--- config.mk ---
export PLATFORM = sky130hd
export DESIGN_NAME = ex_mem_pipeline_register
export DESIGN_NICKNAME = d
export VERILOG_FILES = /design/src/rtl/ex_mem_pipeline_register_pkg.sv /design/src/rtl/ex_mem_pipeline_register_pipe_reg_en.sv /design/src/rtl/ex_mem_pipeline_register.sv
export SDC_FILE = /design/constraint.sdc
export NUM_CORES = 1
export LEC_CHECK = 0
export CAP_MARGIN = 20
export CELL_PAD_IN_SITES_DETAIL_PLACEMENT = 1
export CELL_PAD_IN_SITES_GLOBAL_PLACEMENT = 1
export CORE_MARGIN = 5
export CORE_UTILIZATION = 33
export CTS_CLUSTER_SIZE = 20
export DETAILED_ROUTE_END_ITERATION = 7
export GPL_TIMING_DRIVEN = 0
export PLACE_DENSITY_LB_ADDON = 0.3
export SLEW_MARGIN = 15
export SYNTH_ARGS = -nofsm -noshare
export SYNTH_HDL_FRONTEND = slang
export SYNTH_SLANG_ARGS = --single-unit
--- constraint.sdc ---
create_clock -name CLK -period 1.6 [get_ports CLK]
set_clock_uncertainty 0.05 [all_clocks]
set_input_delay 0.32 -clock CLK [delete_from_list [all_inputs] [get_ports CLK]]
set_output_delay 0.32 -clock CLK [all_outputs]
set_load 0.01 [all_outputs]
--- src/rtl/ex_mem_pipeline_register_pkg.sv ---
// ex_mem_pipeline_register_pkg: shared CPU widths and funct3 load/store encodings
package ex_mem_pipeline_register_pkg;
  localparam int DATA_WIDTH     = 32;
  localparam int REG_ADDR_WIDTH = 5;
  localparam int FUNCT3_WIDTH   = 3;
  typedef enum logic [FUNCT3_WIDTH-1:0] {
    F3_B  = 3'b000,
    F3_H  = 3'b001,
    F3_W  = 3'b010,
    F3_BU = 3'b100,
    F3_HU = 3'b101
  } funct3_ls_e;
endpackage

--- src/rtl/ex_mem_pipeline_register_pipe_reg_en.sv ---
// pipe_reg_en: width-parameterised flop with async active-low clear and hold enable
module pipe_reg_en #(
  parameter int W = 1
) (
  input  logic         clk,
  input  logic         rst_n,
  input  logic         en,
  input  logic [W-1:0] d_i,
  output logic [W-1:0] q_o
);
  // Clear on reset; otherwise load only when enabled, else hold.
  always_ff @(posedge clk or negedge rst_n)
    if (!rst_n) q_o <= '0;
    else if (en) q_o <= d_i;
endmodule

--- src/rtl/ex_mem_pipeline_register.sv ---
// ex_mem_pipeline_register: EX/MEM pipeline register that freezes while memory is busy
module ex_mem_pipeline_register
  import ex_mem_pipeline_register_pkg::*;
#(
  parameter int DATA_WIDTH     = ex_mem_pipeline_register_pkg::DATA_WIDTH,
  parameter int REG_ADDR_WIDTH = ex_mem_pipeline_register_pkg::REG_ADDR_WIDTH,
  parameter int FUNCT3_WIDTH   = ex_mem_pipeline_register_pkg::FUNCT3_WIDTH
) (
  input  logic                      CLK,
  input  logic                      RESET,
  input  logic                      WRITE_ENABLE_IN,
  input  logic                      MUXDATAMEM_SELECT_IN,
  input  logic                      MEM_READ_IN,
  input  logic                      MEM_WRITE_IN,
  input  logic [DATA_WIDTH-1:0]     ALU_OUT_IN,
  input  logic [DATA_WIDTH-1:0]     OUT2_IN,
  input  logic [REG_ADDR_WIDTH-1:0] RD_IN,
  input  logic [FUNCT3_WIDTH-1:0]   FUNCT3_IN,
  output logic                      WRITE_ENABLE_OUT,
  output logic                      MUXDATAMEM_SELECT_OUT,
  output logic                      MEM_READ_OUT,
  output logic                      MEM_WRITE_OUT,
  output logic [DATA_WIDTH-1:0]     ALU_OUT_OUT,
  output logic [DATA_WIDTH-1:0]     OUT2_OUT,
  output logic [REG_ADDR_WIDTH-1:0] RD_OUT,
  output logic [FUNCT3_WIDTH-1:0]   FUNCT3_OUT,
  input  logic                      BUSYWAIT
);
  logic       en;
  logic [3:0] ctrl_d, ctrl_q;
  assign en     = ~BUSYWAIT;
  assign ctrl_d = {WRITE_ENABLE_IN, MUXDATAMEM_SELECT_IN, MEM_READ_IN, MEM_WRITE_IN};
  assign {WRITE_ENABLE_OUT, MUXDATAMEM_SELECT_OUT, MEM_READ_OUT, MEM_WRITE_OUT} = ctrl_q;
  pipe_reg_en #(.W(4)) u_ctrl (
    .clk(CLK), .rst_n(RESET), .en(en), .d_i(ctrl_d), .q_o(ctrl_q)
  );
  pipe_reg_en #(.W(DATA_WIDTH)) u_alu (
    .clk(CLK), .rst_n(RESET), .en(en), .d_i(ALU_OUT_IN), .q_o(ALU_OUT_OUT)
  );
  pipe_reg_en #(.W(DATA_WIDTH)) u_out2 (
    .clk(CLK), .rst_n(RESET), .en(en), .d_i(OUT2_IN), .q_o(OUT2_OUT)
  );
  pipe_reg_en #(.W(REG_ADDR_WIDTH)) u_rd (
    .clk(CLK), .rst_n(RESET), .en(en), .d_i(RD_IN), .q_o(RD_OUT)
  );
  pipe_reg_en #(.W(FUNCT3_WIDTH)) u_f3 (
    .clk(CLK), .rst_n(RESET), .en(en), .d_i(FUNCT3_IN), .q_o(FUNCT3_OUT)
  );
endmodule

# After elaboration in Yosys (flattened, before gate mapping)
# Index checks and enable logic that the tools add are counted.
# Widths: inputs -> output; s select.
# totals
output_inout_bits	76
word_cells	5
in_bits	79
regBits	76

# Longest topological paths before layout
# Gate-level depths: netlist of the first run.
# depth
depth_word	0
ltp_mapped	3
ltp_nobuf	1

# Modules after synthesis
# Synthesis of the first run repeated with hierarchy kept, for this count alone.
# hier_totals
hier_cells	161
hier_area_um2	3129.3
# modules_own_cells
mod	area_each_um2	seq_area_each_um2	cells_per_inst	instances
pipe_reg_en at u_alu ...	1345.0	800.8	68	2
pipe_reg_en at u_rd	181.4	125.1	10	1
pipe_reg_en at u_ctrl	145.1	100.1	8	1
pipe_reg_en at u_f3	108.9	75.1	6	1
ex_mem_pipeline_register	3.8	0.0	1	1

# Least setup slack after synthesis of the first run
# No wires, ideal clock.
# synth_path
kind	in2reg
from	input BUSYWAIT
to	register u_alu.q_o[0]
t_arrival_ps	947
setup_ps	125
setup_slack_ps	478
n_path_buf	2
cell_stages	3
required_ps	1425
cell_sequence	buf_4 -> buf_6 -> mux2_4
# synth_rtl
element	line_no	source
start: declaration	ex_mem_pipeline_register.sv:27	input logic BUSYWAIT
end signal: assignment	ex_mem_pipeline_register_pipe_reg_en.sv:14	else if (en) q_o <= d_i;
end: declaration	ex_mem_pipeline_register_pipe_reg_en.sv:9	output logic [W-1:0] q_o
# No word-level cell between the ends.

# Final worst setup path of the first run
# layout_path
from	register u_out2.q_o[8]
to	output OUT2_OUT[8]
# layout_rtl
element	line_no	source
start: declaration	ex_mem_pipeline_register_pipe_reg_en.sv:9	
start signal: assignment	ex_mem_pipeline_register_pipe_reg_en.sv:14	
end: declaration	ex_mem_pipeline_register.sv:24	output logic [DATA_WIDTH-1:0] OUT2_OUT,
# No word-level cell between the ends.

==> flow_summary.toml, run 1 <==
[power]
ir_drop_mv = 0.3437
p_leak_nw = 2.216
power.density_nw_per_um2 = 982.3

[sta]
relSlewSlack = 0.7079
fin_crit_ps = 1563
hold_viol = 0
fin_crit_sh = 0.9770
finalSetupTns_ps = 0
finalSetupViolCount = 0
max_freq_mhz = 639.7
drv_slew = 0
rsz0062_at_grt = "no"
worstMarginPinSlew_ps = 438.1
setup_slack_ps = 36.84

[placed_design]
port_buffers = 153
dpl_cell_area_um2 = 4667
gp_congestion = 0.7125
placedCellCount = 422
place_ws_ps = 316.6
hpwlAfterDp_um = 6380

[logic_synthesis]
synth_common_cells = "76 x dfrtp_1, 40 x mux2_4, 36 x mux2_2"
synthMuxAreaShare = 0.3381
synth_top_cell_area_share = 0.6392
synth-main-ff-cell = "dfrtp_1"
yosys-top-cells-area = "dfrtp_1 64%, mux2_4 20%, mux2_2 14%, buf_6 1.5%, buf_2 0.50%"
synthCells = 160
synth_async_sr_flop_share = 1.000
synth_edf_count = 0
synth_compound_area_frac = 0
synthMostInstantiatedCell = "dfrtp_1"
synth_cell_types = 6
synth.avg_cell_area_um2 = 18.60
ys_seq_area_frac = 0.6392
yosys_warnings = 0
synthSimpleGateAreaFrac = 0
synth_fa_ha_area_frac = 0
syn-num-nets = 239
synth_top_family_by_area = "multiplexers"
synth_area_um2 = 2975
synthXorXnorAreaFrac = 0
yosys_register_bits = 76
yosysTopAreaCell = "dfrtp_1"

[critical_path]
crit_arrival_ps = 1190
critPathTopFamily = "buffers and inverters"
ff2ff_setup_slack_ps = 780
cp_slowest_cell = "clkdlybuf4s50_1"
crit_fanout = 2
cp_slowest_stage_delay_ps = 530
r2r-end = "u_alu.q_o[26]"
critical_path.cell_chain = "clkdlybuf4s50_1"
crit_type = "reg -> out"
critPathCapture = "OUT2_OUT[8]"
cp.depth = 1
critPathLaunchType = "flip-flop"
reg2regPathDepth = 1
worstPathRequired_ps = 1230
worstReg2RegStart = "u_alu.q_o[26]"
crit_path_end_kind = "output pin"
critPathLaunch = "u_out2.q_o[8]"
cp_num_buf_inv = 1

[clock_tree]
cts_buffers = 9
clockRootBuffer = "clkbuf_8"
clk_latency_ps = 330
clockBufferDepth = 2
post_cts_buffers = 0
clk_pin_slew_ps = 80
clock_sinks = 76
tritoncts = "done"
h-tree-depth = 3

[global_route]
grt_start_max_net_pins = 46
grt_use_met2 = 0.2662
antenna_found_initial = 0
grtUsageMet3 = 0.02959
grt.overflow.total = 0
grt_first_pass_wirelength_um = 12850
use_met1 = 0.1750
grt_pass1_vias = 2266
grt_util_all_layers = 0.1501
busiest_layer = "met2"

[floorplan]
ios = 155
fp.coreArea_um2 = 8763
die_y_um = 105.0
die_area_um2 = 11020
die_w_um = 105.0
rows = 34
start_util = 0.3395

[route]
wire_per_inst_um = 18.61
first_iter_violations = 43
route.vias.total = 1944
ant_nets = 0
drc = 0
via_per_inst = 4.438
finalWirelength_um = 8151
dr.pass1.iters = 4

[status]
status = "finished, final reports clean"

[layout]
seq_area_um2 = 1902
drive_above_1_share = 0.3000
postLayoutCellArea_um2 = 4790
layout.cells.non_filler = 438
fin_nets = 405
multi_input_area_um2 = 1006
nFillCells = 895
area_delta_synth_final_pct = 60.98
finish.utilization = 0.5465
diodes = 0

[hold_path]
hp-class = "in -> reg"

[flow_run]
cap_violations = 0
==> placed cells by master, fill, tap and decap left out, drive strengths merged <==
master and instances:
buf 10, mux2 76, dfrtp 76, clkdlybuf4s50 77
dlygate4sd2 75, dlygate4sd3 1, clkbuf 11, clkinvlp 2
bufinv 2
==> cell type report <==
class	instances	share of cell area
clock buffers	11	0.02743
well taps	108	0.02821
plain buffers	8	0.01411
repair buffers	155	0.3075
multi-input cells	76	0.2100
clock inverters	4	0.01567
flip-flops and latches	76	0.3971
==> how the worst min path moves through the flow <==
| stage | from | endpoint | slack (ps) | cells after the start |
|---|---|---|---|---|
| 5_1_grt | BUSYWAIT | u_alu.q_o[28] | 310 | 2 |
| 4_1_cts | BUSYWAIT | u_alu.q_o[28] | 300 | 2 |
| 6_report | BUSYWAIT | u_alu.q_o[28] | 320 | 2 |
| 3_3_place_gp | u_out2.q_o[8] | u_out2.q_o[8] | 440 | 1 |
| 2_1_floorplan | RESET | u_alu.q_o[0] | -30 | 0 |
| 3_5_place_dp | RESET | u_alu.q_o[24] | 250 | 1 |
==> flip-flops by register name (all words and copies together) (netlist names) <==
signal and cells:
u_rd.q_o 5, u_alu.q_o 32, u_ctrl.q_o 4, u_f3.q_o 3, u_out2.q_o 32
==> per-layer routing <==
metal | vias up | part of all wire
met2 | 65 | 0.56
met3 | 11 | 0.040
li1 | 889 | -
met5 | - | 0
met4 | 0 | 0.020
met1 | 979 | 0.38
==> kinds of logic (layout without fill, tap and decap cells) <==
| logic type | after synthesis | after routing |
|---|---|---|
| multiplexers | 76 | 76 |
| buffers and inverters | 8 | 178 |
| flip-flops | 76 | 76 |
==> through the flow <==
step | hold WS (ps) | power [mW]
final | 318.0 | 4.705
after CTS | 300.7 | 4.800
after global placement | 437.3 | 3.317
after global routing | 314.9 | 4.962
after floorplan | -25.59 | 2.645
after detailed placement | 246.8 | 3.358
==> power breakdown <==
group | internal, mW | leakage [nW] | switching (mW)
clock | 0.872 | 0.0956 | 0.675
combinational | 0.594 | 1.23 | 0.355
sequential | 2.11 | 0.889 | 0.0959
total | 3.58 | 2.22 | 1.13
==> timing repair <==
item,in CTS,in global routing
hold endpoints to repair,31,0
resized for setup,75,0
setup endpoints to repair,75,0
hold buffers,1,0
Note: power is estimated with default switching activity, not from simulation.
==> run 2, diff against run 1 <==
CTS_CLUSTER_DIAMETER = 30   (was not set)
==> results of run 2 <==
No change in the layout: final DEF, timing and power equal those of run 1.
==> run 3, diff against run 2 <==
CORE_ASPECT_RATIO = 1.4   (was not set)
SETUP_SLACK_MARGIN = 0.2   (was not set)
==> flow_summary.toml, run 3 (synthesis results as in run 1) <==
[sta]
worstMarginPinSlew_ps = 364.9
fin_crit_ps = 1373
hold-worst-slack_ps = 332.2
finalSetupViolCount = 0
fin_crit_sh = 0.8584
relSlewSlack = 0.7567
max_freq_mhz = 728.1
hold_viol = 0
rsz0062_at_grt = "no"
drv_slew = 0

[flow_run]
cap_violations = 0

[critical_path]
cp_num_buf_inv = 1
crit_arrival_ps = 1000
cp_slowest_cell = "dfrtp_1"
crit_type = "reg -> out"
worstReg2RegStart = "u_out2.q_o[14]"
cp_slowest_stage_delay_ps = 390
critPathTopFamily = "flip-flops"
crit_fanout = 2
critPathLaunchType = "flip-flop"
critical_path.cell_chain = "dlygate4sd2_1"
critPathLaunch = "u_alu.q_o[5]"
worstPathRequired_ps = 1230
crit_path_end_kind = "output pin"

[floorplan]
start_util = 0.3333
fp.coreArea_um2 = 8926
die_area_um2 = 11040
die_y_um = 122.4
rows = 41
die_w_um = 90.25
ios = 155

[clock_tree]
clockRootBuffer = "clkbuf_16"
clock_sinks = 76
h-tree-depth = 3
cts_buffers = 9
tritoncts = "done"
clk_pin_slew_ps = 60
clk_latency_ps = 320
clockBufferDepth = 2
post_cts_buffers = 0

[route]
via_per_inst = 4.523
route.vias.total = 1981
drc = 0
finalWirelength_um = 8169
ant_nets = 0
wire_per_inst_um = 18.65
dr.pass1.iters = 4
first_iter_violations = 30

[power]
seqPwrFrac = 0.436
ir_drop_mv = 0.5235
report.power.total_mw = 5.080
clkPwrFrac = 0.375
power_switching_share = 0.2328
power.internal_mw = 3.897
power.density_nw_per_um2 = 1039
p_switching_mw = 1.183
comb_power_share = 0.189
p_leak_nw = 2.247

[layout]
diodes = 0
fin_nets = 405
area_delta_synth_final_pct = 64.30
drive_above_1_share = 0.2991
final_cell_mix = "76 x clkdlybuf4s50_1, 76 x dfrtp_1, 56 x dlygate4sd2_1"
reg_top3 = "u_alu.q_o (32), u_out2.q_o (32), u_rd.q_o (5)"

[global_route]
grt.overflow.total = 0
grt_start_max_net_pins = 52
grt_first_pass_wirelength_um = 12650
grt_util_all_layers = 0.1503
grt_pass1_vias = 2310
antenna_found_initial = 0

[placed_design]
port_buffers = 153
hpwlAfterDp_um = 6199
gp_congestion = 0.6878

[hold_path]
hp-class = "in -> reg"
min_from = "BUSYWAIT"

[status]
status = "finished, final reports clean"
-- run 3: path summary, 6_finish.rpt --
path,slack [ps],to,depth (start not counted)
max,230,ALU_OUT_OUT[5],1
min,330,u_alu.q_o[28],2
max reg2reg,740,u_out2.q_o[14],1
min reg2reg,450,u_f3.q_o[1],1
max in group asynchronous,530,u_out2.q_o[13],3
min in group asynchronous,410,u_alu.q_o[11],2
-- run 3: through the flow --
| step | setup WS (ps) | TNS [ps] | cells | utilization | area [um^2] |
|---|---|---|---|---|---|
| 2_1_floorplan | 477.5 | 0 | 160 | - | 2975 |
| 3_3_place_gp | -2579 | -195640 | 420 | 0.5199 | 4641 |
| 3_5_place_dp | 322.0 | 0 | 421 | 0.5227 | 4666 |
| 4_1_cts | 182.7 | 0 | 438 | 0.5451 | 4866 |
| 5_1_grt | 200.7 | 0 | 438 | 0.5477 | 4888 |
| 6_report | 226.6 | 0 | 438 | 0.5477 | 4888 |
-- run 3: repair_timing --
item	in CTS	in global routing
resized for setup	78	18
gates cloned	0	0
endpoints found under the hold margin	25	0
hold buffers	1	0
endpoints found under the setup margin	76	18
-- run 3: power by group through the flow --
stage | Sequential (mW) | Combinational [mW] | Clock [mW]
after global placement | 2.24 | 1.07 | 0
final | 2.22 | 0.959 | 1.91
after global routing | 2.24 | 1.03 | 2.03
after detailed placement | 2.25 | 1.10 | 0
after CTS | 2.22 | 0.973 | 1.97
after floorplan | 2.34 | 0.308 | 0
-- run 3: layout make-up --
| type | instances | area (um^2) |
|---|---|---|
| fill | 895 | 4038 |
| sequential | 76 | 1902 |
| timing repair buffer | 155 | 1496 |
| multi-input combinational | 76 | 1006 |
| clock buffer | 15 | 277.8 |
| tap | 107 | 133.9 |
| buffer | 8 | 67.56 |
| clock inverter | 1 | 5.005 |
-- run 3: metal layers --
layer  GRT usage  wire (um)  up-vias
li1            -          -      891
met1      0.1425       2694      990
met2      0.2862       4705       84
met3     0.04108        492       16
met4     0.08845        276        0
met5           0          0        -
